--- src/rtl/bp_pkg.sv ---
// bp_pkg: 2-bit counter encodings, init value, FSM states and training rule shared by branch predictors.
package bp_pkg;
    typedef enum logic [1:0] {SNT = 2'b00, WNT = 2'b01, WT = 2'b11, ST = 2'b10} cnt_e;
    typedef enum logic {S_INIT, S_RUN} state_e;
    localparam logic [1:0] INIT_VAL = WT;
    function automatic logic [1:0] train(input logic [1:0] c, input logic t);
        return t ? (c == SNT ? WNT : c == WNT ? WT : ST)
                 : (c == ST ? WT : c == WT ? WNT : SNT);
    endfunction
endpackage

--- src/rtl/pht_update_ctrl_if.sv ---
// pht_update_ctrl_if: update request handshake plus the PHT update read/write port.
interface pht_update_ctrl_if #(parameter int PHT_DEPTH = 14);
    logic                 upd_valid;
    logic [PHT_DEPTH-1:0] upd_index;
    logic                 upd_taken;
    logic                 upd_ready;
    logic [PHT_DEPTH-1:0] pht_raddr;
    logic [1:0]           pht_rdata;
    logic                 pht_we;
    logic [PHT_DEPTH-1:0] pht_waddr;
    logic [1:0]           pht_wdata;
    modport master (output upd_valid, upd_index, upd_taken, pht_rdata,
                    input upd_ready, pht_raddr, pht_we, pht_waddr, pht_wdata);
    modport slave (input upd_valid, upd_index, upd_taken, pht_rdata,
                   output upd_ready, pht_raddr, pht_we, pht_waddr, pht_wdata);
endinterface

--- src/rtl/bp_upd_fifo.sv ---
// bp_upd_fifo: power-of-2 FIFO with full/empty flags, synchronous flush and simultaneous push/pop.
module bp_upd_fifo #(
    parameter int W     = 8,
    parameter int DEPTH = 4
) (
    input  logic         clk,
    input  logic         rst,
    input  logic         flush,
    input  logic         push,
    input  logic         pop,
    input  logic [W-1:0] din,
    output logic [W-1:0] dout,
    output logic         full,
    output logic         empty
);
    localparam int AW = $clog2(DEPTH);
    logic [W-1:0] mem_q [DEPTH];
    logic [AW:0]  wp_q, rp_q;
    assign empty = wp_q == rp_q;
    assign full  = (wp_q[AW] != rp_q[AW]) && (wp_q[AW-1:0] == rp_q[AW-1:0]);
    assign dout  = mem_q[rp_q[AW-1:0]];
    always_ff @(posedge clk or negedge rst)
        if (!rst) begin
            wp_q <= '0;
            rp_q <= '0;
        end else if (flush) begin
            wp_q <= '0;
            rp_q <= '0;
        end else begin
            if (push && !full) wp_q <= wp_q + (AW+1)'(1);
            if (pop && !empty) rp_q <= rp_q + (AW+1)'(1);
        end
    always_ff @(posedge clk)
        if (push && !full) mem_q[wp_q[AW-1:0]] <= din;
endmodule

--- src/rtl/pht_update_ctrl.sv ---
// pht_update_ctrl: PHT init walk plus queued read-modify-write training with read-after-write forwarding.
module pht_update_ctrl
    import bp_pkg::*;
#(
    parameter int PHT_DEPTH  = 14,
    parameter int FIFO_DEPTH = 4
) (
    input  logic clk,
    input  logic rst,
    pht_update_ctrl_if.slave bus,
    input  logic init_req,
    output logic init_busy,
    output logic ovf_err
);
    state_e               state_q;
    logic [PHT_DEPTH-1:0] walk_q, w_idx_q, fwd_idx_q, h_idx;
    logic                 w_valid_q, w_taken_q, fwd_valid_q, ovf_q, h_taken;
    logic [1:0]           fwd_data_q, base, upd_val;
    logic                 run, push, pop, full, empty;
    assign run       = state_q == S_RUN;
    assign init_busy = ~run;
    assign ovf_err   = ovf_q;
    assign push      = bus.upd_valid & bus.upd_ready;
    assign pop       = run & ~empty;
    bp_upd_fifo #(.W(PHT_DEPTH + 1), .DEPTH(FIFO_DEPTH)) u_fifo (
        .clk(clk), .rst(rst), .flush(init_req), .push(push), .pop(pop),
        .din({bus.upd_index, bus.upd_taken}), .dout({h_idx, h_taken}),
        .full(full), .empty(empty)
    );
    // the memory port returns the pre-write value when W and R hit the same entry
    assign base          = (fwd_valid_q && fwd_idx_q == w_idx_q) ? fwd_data_q : bus.pht_rdata;
    assign upd_val       = train(base, w_taken_q);
    assign bus.upd_ready = ~full & run;
    assign bus.pht_raddr = h_idx;
    assign bus.pht_we    = rst & (~run | w_valid_q);
    assign bus.pht_waddr = run ? w_idx_q : walk_q;
    assign bus.pht_wdata = run ? upd_val : INIT_VAL;
    always_ff @(posedge clk or negedge rst)
        if (!rst) begin
            state_q     <= S_INIT;
            walk_q      <= '0;
            w_valid_q   <= 1'b0;
            w_idx_q     <= '0;
            w_taken_q   <= 1'b0;
            fwd_valid_q <= 1'b0;
            fwd_idx_q   <= '0;
            fwd_data_q  <= '0;
            ovf_q       <= 1'b0;
        end else begin
            ovf_q <= ovf_q | (bus.upd_valid & ~bus.upd_ready);
            if (init_req) begin
                state_q     <= S_INIT;
                walk_q      <= '0;
                w_valid_q   <= 1'b0;
                fwd_valid_q <= 1'b0;
            end else begin
                if (!run) begin
                    walk_q <= walk_q + PHT_DEPTH'(1);
                    if (&walk_q) state_q <= S_RUN;
                end
                w_valid_q   <= pop;
                w_idx_q     <= h_idx;
                w_taken_q   <= h_taken;
                fwd_valid_q <= run & w_valid_q;
                fwd_idx_q   <= w_idx_q;
                fwd_data_q  <= upd_val;
            end
        end
endmodule
--- src/flat_wrapper.sv ---
// flat-port wrapper written by rule: the top's interface ports become plain ports
module pht_update_ctrl_flat import bp_pkg::*;
#(
    parameter int PHT_DEPTH  = 14,
    parameter int FIFO_DEPTH = 4
)
  (clk, rst, init_req, init_busy, ovf_err, bus_upd_valid, bus_upd_index, bus_upd_taken, bus_pht_rdata, bus_upd_ready, bus_pht_raddr, bus_pht_we, bus_pht_waddr, bus_pht_wdata);
  pht_update_ctrl_if #(.PHT_DEPTH(PHT_DEPTH)) bus_i ();
  input  logic clk;
  input  logic rst;
  input  logic init_req;
  output logic init_busy;
  output logic ovf_err;
  input wire logic [$bits(bus_i.upd_valid)-1:0] bus_upd_valid;
  input wire logic [$bits(bus_i.upd_index)-1:0] bus_upd_index;
  input wire logic [$bits(bus_i.upd_taken)-1:0] bus_upd_taken;
  input wire logic [$bits(bus_i.pht_rdata)-1:0] bus_pht_rdata;
  output wire logic [$bits(bus_i.upd_ready)-1:0] bus_upd_ready;
  output wire logic [$bits(bus_i.pht_raddr)-1:0] bus_pht_raddr;
  output wire logic [$bits(bus_i.pht_we)-1:0] bus_pht_we;
  output wire logic [$bits(bus_i.pht_waddr)-1:0] bus_pht_waddr;
  output wire logic [$bits(bus_i.pht_wdata)-1:0] bus_pht_wdata;
  assign bus_i.upd_valid = bus_upd_valid;
  assign bus_i.upd_index = bus_upd_index;
  assign bus_i.upd_taken = bus_upd_taken;
  assign bus_i.pht_rdata = bus_pht_rdata;
  assign bus_upd_ready = bus_i.upd_ready;
  assign bus_pht_raddr = bus_i.pht_raddr;
  assign bus_pht_we = bus_i.pht_we;
  assign bus_pht_waddr = bus_i.pht_waddr;
  assign bus_pht_wdata = bus_i.pht_wdata;
  pht_update_ctrl #(.PHT_DEPTH(PHT_DEPTH), .FIFO_DEPTH(FIFO_DEPTH)) u_core (.clk(clk), .rst(rst), .bus(bus_i), .init_req(init_req), .init_busy(init_busy), .ovf_err(ovf_err));
endmodule
--- config.mk ---
export PLATFORM = sky130hd
export DESIGN_NAME = pht_update_ctrl_flat
export DESIGN_NICKNAME = d
export VERILOG_FILES = /design/src/rtl/bp_pkg.sv /design/src/rtl/pht_update_ctrl_if.sv /design/src/rtl/bp_upd_fifo.sv /design/src/rtl/pht_update_ctrl.sv /design/src/flat_wrapper.sv
export SDC_FILE = /design/constraint.sdc
export NUM_CORES = 1
export LEC_CHECK = 0
export CELL_PAD_IN_SITES_DETAIL_PLACEMENT = 1
export CELL_PAD_IN_SITES_GLOBAL_PLACEMENT = 2
export CORE_MARGIN = 3
export CORE_UTILIZATION = 35
export DETAILED_ROUTE_END_ITERATION = 10
export PLACE_DENSITY = 0.75
export SLEW_MARGIN = 5
export SYNTH_ARGS = -nofsm -noshare
export SYNTH_HDL_FRONTEND = slang
export SYNTH_SLANG_ARGS = --single-unit
--- constraint.sdc ---
create_clock -name clk -period 2.67 [get_ports clk]
set_input_delay 0.267 -clock clk [delete_from_list [all_inputs] [get_ports clk]]
set_output_delay 0.267 -clock clk [all_outputs]
set_load 0.01 [all_outputs]
==> metrics <==
Root Driver clkbuf_16; final hold violation count 0; final WL 10800 µm; Clock Path Buffers 2; Filler Cells Inserted 1349; clk_lat worst skew 0.41 ns; worst-margin pin slew 0.842 ns; Worst Hold Class input port to async pin; diode count 0; Core Region 0.0136 mm²; footprint of the multi-input gates 0.00171 mm²; Netlist cell types 36; fmax 382 MHz; CP Capture Type output pin; # setup viols final 0; sequential area share after synthesis 64.1%; clock transition at the registers of the reported paths 0.05 ns; Static Leak 0.00243 µW; clk_skew 0.00716 ns; RSZ-0062 raised after global routing true; syn_nets 351; Setup CP Type register to output pin; pre-CTS WS 0.0913 ns; IO buf count 54; synth-to-layout area growth 29.6%; CP Max Fanout 4; Post-DP Area 0.00577 mm²; die area 0.0156 mm²; post-route setup slack 0.0515 ns; Die Y 125 µm; DP HPWL 7480 µm; # DRC 0; Tot GR Track Use 14.9%; layout cells sized above 1 28.7%; Syn Area/Cell 15.3 µm²; antenna-violating nets left 0; drt pass-1 iters 4; GRT overflow 0; via count 2940; WP data required 2.40 ns; row count 42; DRT iter0 DRCs 120; vias per cell 4.95; Seq cells post-synth 115; Syn Std Cell Area 0.00496 mm²; vias in the first global route 3170; fin. max-slew vios 0; pin count of the biggest net entering global routing 56; PD cells 685 mW/mm²; crit-path cells xnor2_1 -> nand4_1 -> nor4_4 -> buf_4 -> mux2i_1 -> mux2_1 -> buf_2; Main synth FF type edfxtp_1; min Tclk post-route 2.62 ns; nets@finish 432; number of synthesized flops with an enable pin 60; Slowest-stage cell, CP dfrtp_1; VDD IR max 512 µV; critical path data arrival time 2.35 ns; clk sinks 115; Max-Cap Viols 0; Ys Warns 0; Routed wire per std cell 18.3 µm; Initial Utilization 36.6%; cts bufs inserted 17; htree depth 4; Syn Inst Count 324; crit-path max cell delay 0.40 ns; Worst Path Buf+Inv 2; Async SR Flop Fraction 47.8%; CP delay by family, top simple AND/OR/NAND/NOR gates; CTS tree yes; Die W 125 µm; number of I/O pins 55; gpl congestion 0.765; Max-slew headroom 43.9%; Setup crit start kind register; initial antenna violation count 0; Final Cycle Share 98.1%; Finished Cell Area 0.00642 mm²; Reg area 0.00318 mm²; first-pass GRT wire length 17500 µm; status complete, no violations
## layout make-up
type | count | area share [%]
flip-flops and latches | 115 | 49.5
multi-input cells | 187 | 26.6
repair buffers | 75 | 10.7
clock buffers | 18 | 6.68
well taps | 176 | 3.43
clock inverters | 14 | 2.51
inverters | 9 | 0.526
## through the flow
step	setup TNS, ns	hold WS (ns)	std cells	power, µW	util [%]
3_5_place_dp	0	0.472	556	2180	42.6
5_1_grt	-0.0922	0.0713	594	4590	47.4
3_3_place_gp	0	0.459	556	2170	42.6
4_1_cts	-0.0299	0.0335	590	4470	47.1
6_report	0	0.00634	594	4400	47.4
2_1_floorplan	0	-0.0286	324	2080	-
## flip-flops by register name, summed over array words and instances (netlist names)
signal	cells
u_core.fwd_data_q	2
u_core.fwd_idx_q	14
u_core.fwd_valid_q	1
u_core.ovf_err	1
u_core.run	1
u_core.u_fifo.mem_q	60
u_core.u_fifo.rp_q	3
u_core.u_fifo.wp_q	3
u_core.w_idx_q	14
u_core.w_taken_q	1
u_core.w_valid_q	1
u_core.walk_q	14
## what timing repair did
| action | 4_1_cts | 5_1_grt |
|---|---|---|
| hold buffers | 0 | 0 |
| pin swaps | 4 | 4 |
| setup buffers | 2 | 4 |
| setup endpoints to repair | 2 | 13 |
| resized for setup | 7 | 6 |
## cell usage after synthesis (7+ instances only)
| master | instances | area share, % |
|---|---|---|
| buf_1 | 7 | 0.53 |
| dfrtp_1 | 55 | 28 |
| edfxtp_1 | 60 | 36 |
| inv_1 | 9 | 0.68 |
| mux2_2 | 42 | 9.5 |
| mux4_2 | 15 | 6.8 |
| nand2_1 | 13 | 0.98 |
| nand4_1 | 8 | 1.0 |
| nor2_1 | 17 | 1.3 |
| o21ai_0 | 8 | 0.81 |
| xnor2_1 | 21 | 3.7 |
| xor2_1 | 9 | 1.6 |
## per-layer routing
layer	part of all wire, %	up-vias	global-route usage [%]
li1	-	1357	-
met4	1.4	0	5.93
met5	0	-	0
met3	3.8	14	5.12
met2	49	49	23.1
met1	46	1520	19.5
## cell usage in the layout (no fill, tap or decap), types with 9 or more instances in the layout
| master | synthesis | layout |
|---|---|---|
| mux2_2 | 42 | 42 |
| clkdlybuf4s50_1 | 0 | 50 |
| inv_1 | 9 | 9 |
| buf_4 | 0 | 20 |
| edfxtp_1 | 60 | 60 |
| xor2_1 | 9 | 9 |
| nand2_1 | 13 | 13 |
| nor2_1 | 17 | 17 |
| xnor2_1 | 21 | 19 |
| dfrtp_1 | 55 | 52 |
| clkbuf_16 | 0 | 17 |
| mux4_2 | 15 | 15 |
## worst paths after layout
| path | from | end | slack (ns) | depth (start not counted) |
|---|---|---|---|---|
| max reg2reg | u_core.w_idx_q[8] | u_core.fwd_data_q[1] | 0.63 | 8 |
| max | u_core.w_idx_q[8] | bus_pht_wdata[0] | 0.05 | 7 |
| min | rst | u_core.fwd_valid_q | 0.006 | 2 |
| min in group clk | init_req | u_core.u_fifo.rp_q[1] | 0.46 | 2 |
| max in group asynchronous | rst | u_core.w_idx_q[11] | 2.15 | 2 |
| min reg2reg | u_core.ovf_err | u_core.ovf_err | 0.48 | 1 |
## kinds of logic after synthesis
group           synth area share, %
fa+ha+maj                      1.51
simple gates                   7.17
xor+xnor                       5.30
buf+inv                        1.89
compound gates                 2.45
flops                          64.1
mux                            17.6
## worst reg2reg max path: cells and delay by family, from the launching register on
kind / cells / cell delay, ns
AOI/OAI and AO/OA: 1 / 0.13
xor gates and xnor gates: 1 / 0.18
DFF: 1 / 0.40
and+or+nand+nor: 2 / 0.54
muxes: 1 / 0.33
buffers and inverters: 3 / 0.37
## report_power, final
part           total (µW)  leakage, µW  internal (µW)  switching, µW
Combinational         200     0.000920            112           88.6
Sequential           1950      0.00123           1910           39.5
Clock                2250     0.000282           1460            787
Total                4400      0.00243           3480            915
(Power assumes the default switching activity.)
